$ cat src/rtl/dmem_arbiter.sv
// Two-port arbiter for the single-port data-memory RAM.
// Port 0 is the CPU path and port 1 is the UART loader; read data returns one cycle after the grant.
module dmem_arbiter #(
  parameter int ADDR_W = 14,
  parameter int DATA_W = 32
) (
  input  logic              clk,
  input  logic              rstn,
  input  logic              boot_mode,
  input  logic              m0_req,
  input  logic              m0_we,
  input  logic [ADDR_W-1:0] m0_addr,
  input  logic [DATA_W-1:0] m0_wdata,
  output logic              m0_gnt,
  output logic              m0_rvalid,
  output logic [DATA_W-1:0] m0_rdata,
  input  logic              m1_req,
  input  logic              m1_we,
  input  logic [ADDR_W-1:0] m1_addr,
  input  logic [DATA_W-1:0] m1_wdata,
  output logic              m1_gnt,
  output logic              m1_rvalid,
  output logic [DATA_W-1:0] m1_rdata,
  output logic              ram_en,
  output logic              ram_we,
  output logic [ADDR_W-1:0] ram_addr,
  output logic [DATA_W-1:0] ram_wdata,
  input  logic [DATA_W-1:0] ram_rdata,
  output logic [15:0]       conflict_cnt
);

  logic              last_gnt_reg;
  logic              rd_owner_v_reg;
  logic              rd_owner_reg;
  logic [15:0]       conflict_cnt_reg;

  logic              both_req;
  logic              pick1;
  logic              grant;
  logic              sel_we;
  logic [ADDR_W-1:0] sel_addr;
  logic [DATA_W-1:0] sel_wdata;

  logic [1:0]        rvalid_w;
  logic [DATA_W-1:0] rdata_w [2];

  // On a tie, boot mode forces the loader; otherwise the port not granted last wins.
  assign both_req  = m0_req & m1_req;
  assign pick1     = both_req ? (boot_mode | ~last_gnt_reg) : m1_req;
  assign grant     = rstn & (m0_req | m1_req);

  assign m0_gnt    = grant & ~pick1;
  assign m1_gnt    = grant & pick1;

  assign sel_we    = pick1 ? m1_we    : m0_we;
  assign sel_addr  = pick1 ? m1_addr  : m0_addr;
  assign sel_wdata = pick1 ? m1_wdata : m0_wdata;

  assign ram_en    = grant;
  assign ram_we    = grant & sel_we;
  assign ram_addr  = grant ? sel_addr  : '0;
  assign ram_wdata = grant ? sel_wdata : '0;

  assign conflict_cnt = conflict_cnt_reg;

  always_ff @(posedge clk or negedge rstn) begin
    if (!rstn) begin
      last_gnt_reg     <= 1'b1;
      rd_owner_v_reg   <= 1'b0;
      rd_owner_reg     <= 1'b0;
      conflict_cnt_reg <= '0;
    end else begin
      if (grant) begin
        last_gnt_reg <= pick1;
      end
      rd_owner_v_reg <= grant & ~sel_we;
      if (grant & ~sel_we) begin
        rd_owner_reg <= pick1;
      end
      if (both_req && conflict_cnt_reg != 16'hFFFF) begin
        conflict_cnt_reg <= conflict_cnt_reg + 16'd1;
      end
    end
  end

  // Read return: live RAM data in the valid cycle, otherwise the last value captured.
  genvar gi;
  generate
    for (gi = 0; gi < 2; gi++) begin : g_ret
      logic [DATA_W-1:0] hold_reg;

      assign rvalid_w[gi] = rd_owner_v_reg & (rd_owner_reg == 1'(gi));
      assign rdata_w[gi]  = rvalid_w[gi] ? ram_rdata : hold_reg;

      always_ff @(posedge clk or negedge rstn) begin
        if (!rstn) begin
          hold_reg <= '0;
        end else if (rvalid_w[gi]) begin
          hold_reg <= ram_rdata;
        end
      end
    end
  endgenerate

  assign m0_rvalid = rvalid_w[0];
  assign m1_rvalid = rvalid_w[1];
  assign m0_rdata  = rdata_w[0];
  assign m1_rdata  = rdata_w[1];

endmodule

$ cat config.mk
export PLATFORM = sky130hd
export DESIGN_NAME = dmem_arbiter
export DESIGN_NICKNAME = d
export VERILOG_FILES = /design/src/rtl/dmem_arbiter.sv
export SDC_FILE = /design/constraint.sdc
export NUM_CORES = 1
export LEC_CHECK = 0
export CELL_PAD_IN_SITES_DETAIL_PLACEMENT = 1
export CELL_PAD_IN_SITES_GLOBAL_PLACEMENT = 1
export CORE_MARGIN = 8
export CORE_UTILIZATION = 26
export CTS_BUF_LIST = sky130_fd_sc_hd__clkbuf_8
export DETAILED_ROUTE_END_ITERATION = 12
export GPL_TIMING_DRIVEN = 0
export PLACE_DENSITY = 0.91
export SYNTH_ARGS = -nofsm -noshare
export SYNTH_HDL_FRONTEND = slang
export SYNTH_SLANG_ARGS = --single-unit
$ cat constraint.sdc
create_clock -name clk -period 1.9 [get_ports clk]
set_input_delay 0.285 -clock clk [delete_from_list [all_inputs] [get_ports clk]]
set_output_delay 0.285 -clock clk [all_outputs]
set_load 0.01 [all_outputs]
**Yosys cells after proc, flatten, opt, wreduce, memory -nomap -nowiden**

Cells that the tools add are included.
W data, S select, Z words.

- Word-level logic and storage cells: 31
- Input port bits: 131
- Flip-flop bits (word level): 83
- Output and inout port bits: 132

- Add/subtract/negate cells: 1
- Muxes and demuxes: 8
- Bitwise gates (word level): 14
- Reductions and logical operators: 1
- Equal/unequal tests: 1

Operator list:

| operator | count |
|---|---|
| $mux W32 | 4 |
| $mux W14 | 2 |
| $add A16 B1 Y16 const B | 1 |
| $ne A16 B16 Y1 const B | 1 |
| $and A1 B1 Y1 | 8 |
| $not A1 Y1 | 4 |
| $mux W1 | 2 |
| $or A1 B1 Y1 | 2 |
| $logic_and A1 B1 Y1 | 1 |

**Logic depth before layout (Yosys ltp)**

- Depth in word-level cells: 6
- Mapped depth: 6

**Least setup slack after synthesis**

Ideal clock, no wire load.

- Path kind: register to output
- Start: register last_gnt_reg
- End: output ram_wdata[10]
- Cell stages (with the launch flop): 7
- Data required time: 1.615 ns
- Path buffers: 2
- Arrival: 1.453 ns
- Path slack: 0.162 ns
- Cells stage by stage: dfstp_2 > nand2_1 > o21a_1 > and2_1 > buf_2 > buf_2 > a22o_1

- Word-level cells in the longest chain between the ends: 5

Ends and longest elaborated chain:

| element | RTL line | text |
|---|---|---|
| start: declaration | 32 | `logic last_gnt_reg;` |
| start signal: assignment | 74 | `last_gnt_reg <= pick1;` |
| $not A1 Y1 | 49 | `assign pick1 = both_req ? (boot_mode \| ~last_gnt_reg) : m1_req;` |
| $or A1 B1 Y1 | 49 |  |
| $mux W1 | 49 |  |
| $mux W32 | 57 | `assign sel_wdata = pick1 ? m1_wdata : m0_wdata;` |
| $mux W32 | 62 | `assign ram_wdata = grant ? sel_wdata : '0;` |
| end: declaration | 27 | `output logic [DATA_W-1:0] ram_wdata,` |

Every way passes these cells.

**Worst setup path after layout**

- Start: register last_gnt_reg
- End: output ram_addr[13]

- Word-level cells in the longest chain between the ends: 5

Ends and longest elaborated chain:

| element | RTL line | text |
|---|---|---|
| $not A1 Y1 | 49 |  |
| $or A1 B1 Y1 | 49 |  |
| $mux W1 | 49 |  |
| $mux W14 | 56 | `assign sel_addr = pick1 ? m1_addr : m0_addr;` |
| $mux W14 | 61 | `assign ram_addr = grant ? sel_addr : '0;` |
| end: declaration | 26 | `output logic [ADDR_W-1:0] ram_addr,` |

Every way passes these cells.

==> run metrics <==
fin crit share 119.8%; violated checks negative setup slack; Worst R2R Path Depth 5; clock slew seen by the registers of the worst setup and hold paths 0.08 ns; final clock skew between 0.007 and 0.008 ns; Worst Hold Slack around 0.32 ns; P per Cell Area 997.5 mW/mm^2; initial antenna violation count 0; Peak VDD IR ~0.00035 V; GRT overflow 0; Crit-path slowest cell dfstp_2; RR Startpoint conflict_cnt[1]; initial core utilization 26.25%; Worst slew margin 76.28%; 1st-iter DRT viols 120; Final min period 2.276 ns; final core utilization 55.94%; die height 136.4 um; WP buf/inv 3; final worst slack -0.3764 ns; Async S/R FF share, synth 100.0%; status complete, but fails checks; layout cells sized above 1 47.16%; crit-path max cell delay 0.55 ns; met1 usage ~19%; Final TNS setup -19.05 ns; Worst-Margin Slew between 0.3 and 0.4 ns; hold worst-path end last_gnt_reg; Synth warnings 0; global-route wire length before repair between 20000 and 30000 um; port buffer count approximately 260; die area around 0.019 mm^2; syn nets 417; R2R Setup Slk 0.08 ns; CTS tree done; # setup viols final 98; Worst EP required 1.62 ns; Overall Power 0.008017 W; Setup CP Type reg -> out; Pleak 3.850 nW; critical path fanouts, max 5; Pint between 0.005 and 0.006 W; startpoint types flip-flop; Clk Latency, worst-skew pair between 0.3 and 0.4 ns; DIE WIDTH between 100 and 150 um; drc violations 0; critical-path cell list nand2_1 > o21a_2 > and2_4 > buf_4 > clkbuf_16 > a22o_1 > buf_2; power share of the clock group 16.2%; vias after detailed routing ~3900; GRT met3 Usage under 10%; clock sinks 83; Slew Viols, Final 0; DRT Wirelength 18710 um; Max Cap Viol 0; clk root buf clkbuf_8; number of global-route vias before repair 4562; RSZ-0062 raised after global routing true; switching share of power around 31%; Netlist Area Pre-Place 0.003771 mm^2; NetSw 0.002491 W; critical path's top delay family flip-flops; Post-synth top flop dfrtp_1; #FFs+latches synth 83; distinct cell type count after synthesis 36; Row Count 44; reg2reg end conflict_cnt[11]; sequential fraction of design power around a third; Largest register FFs 64; core outline area 0.01437 mm^2; hold path cells 3; Comb power frac 51.1%; sequential-to-total area share from yosys stat between 50% and 60%; # IOs roughly 260; GRT busiest layer met2; antenna-violating nets left 0; CTS buffer count 9; Final HPWL DP 13690 um; Hold Startpoint rstn; Cells after Synth 285; Via density 4.755; endpoints failing hold 0; Final nets 761; grt met2 use 36.63%; routed len/inst 22.84 um; Setup crit end kind output pin; Clock Path Buffers 2; Levels on crit path 7; GRT Util Overall 19.08%; Hold Path Class in -> reg; DR pass1 iterations 4; pre-CTS setup slack -0.9453 ns; layout overhead on the synthesized area 113.1%; average size of a mapped cell between 10 and 15 um^2; gpl congestion around 0.84; largest net degree at the start of global routing 59; H-Tree Depth 3; Post-synth EDFFs 0; Fmax 439.3 MHz; arrival time at the worst endpoint about 2 ns
[synth_stat cells, types with 4 or more instances]
cell type	n	share of area (%)
dfrtp_1	82	54
mux2_2	64	19
a22o_1	46	11
buf_2	11	1.5
nand3_1	8	1.1
nor2_1	8	0.80
xnor2_1	8	1.9
nand2_1	6	0.60
nand4_1	5	0.83
and3_1	4	0.66
clkbuf_1	4	0.40
xor2_1	4	0.93
[how the worst max path moves through the flow]
| stage | from | to | slack, ns |
|---|---|---|---|
| after floorplan | last_gnt_reg | ram_wdata[10] | 0.16 |
| after global placement | rstn | ram_wdata[10] | -4.21 |
| after detailed placement | m0_req | ram_wdata[18] | -0.95 |
| after CTS | last_gnt_reg | ram_wdata[4] | -0.37 |
| after global routing | last_gnt_reg | ram_wdata[19] | -0.45 |
| final | last_gnt_reg | ram_addr[13] | -0.38 |
[cells in the final DEF (no fill, tap or decap), types with 2 or more instances in the layout]
cell             count
mux2_4              62
nand4_1              5
o21ai_0              2
clkdlybuf4s50_1    144
nand3_1              8
clkbuf_2             2
clkbuf_16            2
nand2_1              5
buf_16               2
buf_6              112
nand4_2              2
a22o_1              46
buf_4               39
clkinvlp_4           2
buf_2               20
buf_8               13
clkdlybuf4s15_2      8
xnor2_1              8
nor2_1               5
or2_2                2
and2_1               2
dlymetal6s2s_1       2
nor2_2               3
xor2_1               4
nor3_1               2
and3_1               4
dfrtp_1             81
buf_12               2
clkbuf_8            11
inv_1                4
clkinv_4             2
mux2_2               3
a21oi_1              2
dlygate4sd3_1        2
[tightest hold or removal path: stages]
cell and delay, ns:
buf_4 0.15, o21ai_4 0.08, a21o_1 0.12
[routing by layer]
layer	up-vias	wire length, um	part of all wire, %
li1	1746	-	-
met1	1953	6615	35
met2	173	10450	56
met3	22	1193	6.4
met4	0	445	2.4
met5	-	0	0
[timing repair]
action	in CTS	in global routing
hold buffers	3	0
buffers inserted	41	31
endpoints found under the setup margin	116	115
pin swaps	2	5
gates cloned	3	3
resized for setup	638	95
endpoints found under the hold margin	24	0
[cell families (layout without fill, tap and decap cells)]
group	after synthesis	after routing	synth area share (%)
xor+xnor	12	12	2.787
other cells	0	1	0
simple gates	48	48	7.432
fa+ha+maj	1	1	0.3317
flops	83	83	55.11
buf+inv	20	369	2.356
compound gates	54	54	11.91
mux	67	67	20.07
[metrics by stage]
step,area (um^2),std cells
5_1_grt,8035,818
3_3_place_gp,6624,731
3_5_place_dp,6649,732
6_report,8038,819
2_1_floorplan,3771,285
4_1_cts,7680,794
[cell type report]
cell class | instances | area [um^2]
diodes | 1 | 2.502
well taps | 184 | 230.2
fillers | 1456 | 6331
plain buffers | 13 | 171.4
clock inverters | 6 | 66.31
repair buffers | 337 | 3433
multi-input cells | 182 | 1906
inverters | 3 | 11.26
flip-flops and latches | 83 | 2079
clock buffers | 10 | 137.6
[power by group through the flow]
stage	Combinational, W	Sequential [W]	Clock (W)
CTS	0.00375	0.00260	0.00134
global route	0.00433	0.00268	0.00142
detailed placement	0.00315	0.00261	0
floorplan	0.00120	0.00255	0
global placement	0.00304	0.00256	0
finish	0.00410	0.00262	0.00130
(Power assumes the default switching activity.)
==> RTL edit (same settings) <==
Put one more register stage on the output `conflict_cnt`, with the module's reset. The value now appears one clock later. The other outputs are not delayed to match.
--- a/src/rtl/dmem_arbiter.sv
+++ b/src/rtl/dmem_arbiter.sv
@@ -63,3 +63,9 @@
 
-  assign conflict_cnt = conflict_cnt_reg;
+  always_ff @(posedge clk or negedge rstn) begin
+    if (!rstn) begin
+      conflict_cnt <= '0;
+    end else begin
+      conflict_cnt <= conflict_cnt_reg;
+    end
+  end
 
Function: changed (a bounded check fails within 4 cycles, from zero or initial values and one cycle with rstn low).
==> RTL edit against the unedited design <==
The flow still finishes with violations (setup timing). Sequential power is 16% higher. Critical path type unchanged. Synthesized cell count grew 5.6%. Wire length is 8.3% higher. Synthesized area grew 11%. Sequential share of layout area grew 2.5 points. Sequential cell count grew 16. Largest power group unchanged. Utilization down 0.42 points. Clock skew decreased by 0.0021 ns. Non-clock buffer count is 23 higher. Hold slack got worse by 0.0084 ns. Design area grew 8.9%. Clock power up 25%. Worst setup slack got worse by 0.066 ns. Power increased by 11%.
==> RTL edit: results <==
[outcome]
status = "finished, violations left"
violations = "setup timing"

[sta]
setup_viol = 104
whs_ns = 0.3131
worst_slack_ns = -0.4428
relSlewSlack = 0.7370
final.setup_skew_ns = 0.005254

[finish]
drive_gt1_frac = 0.4814
antenna_cells = 0
buffers = 373
clk_share = 0.02744
num-fill-cells = 1572

[placement]
placed_area_sq_um = 7089
pre_cts_slack_ns = -1.047
dp_hpwl_mm = 14.29
routabilityCongestion = 0.7576

[global_route]
grt_max_degree = 63
grtUsageMet1 = 0.1825

[setup_path]
crit_end = "ram_wdata[11]"
worstReg2RegEnd = "conflict_cnt_reg[1]"

[routing]
drtIter0Drc = 107
wl_met2_mm = 11.08
wirelength_mm = 20.27

[synth]
synth_nets = 433
synthTopCellsByCount = "dfrtp_1, mux2_2, a22o_1"
RTL edit: cell count changes in the layout (fill, tap and decap cells not counted), moves of 3 or more:
cell / change
buf_6: +34
dfrtp_1: +16
clkdlybuf4s15_2: -8
buf_12: +4
buf_8: -4
buf_4: -3
mux2_2: +3
mux2_4: -3
RTL edit: what timing repair did:
action,in CTS,in global routing
endpoints found under the hold margin,36,0
setup endpoints to repair,116,117
hold buffers,2,0
resized for setup,695,77
pin swaps,25,25
setup buffers,61,38
gates cloned,5,1
RTL edit: logic make-up after synthesis:
| kind of cell | synth area share |
|---|---|
| and+or+nand+nor | 0.06719 |
| adders and majority gates | 0.002999 |
| DFF | 0.5942 |
| xor gates and xnor gates | 0.02519 |
| muxes | 0.1815 |
| AOI/OAI and AO/OA | 0.1077 |
| buffers and inverters | 0.02129 |
RTL edit: power by group:
part,internal (mW),switching [mW]
clock network,0.875,0.754
registers,2.74,0.297
logic,2.64,1.59
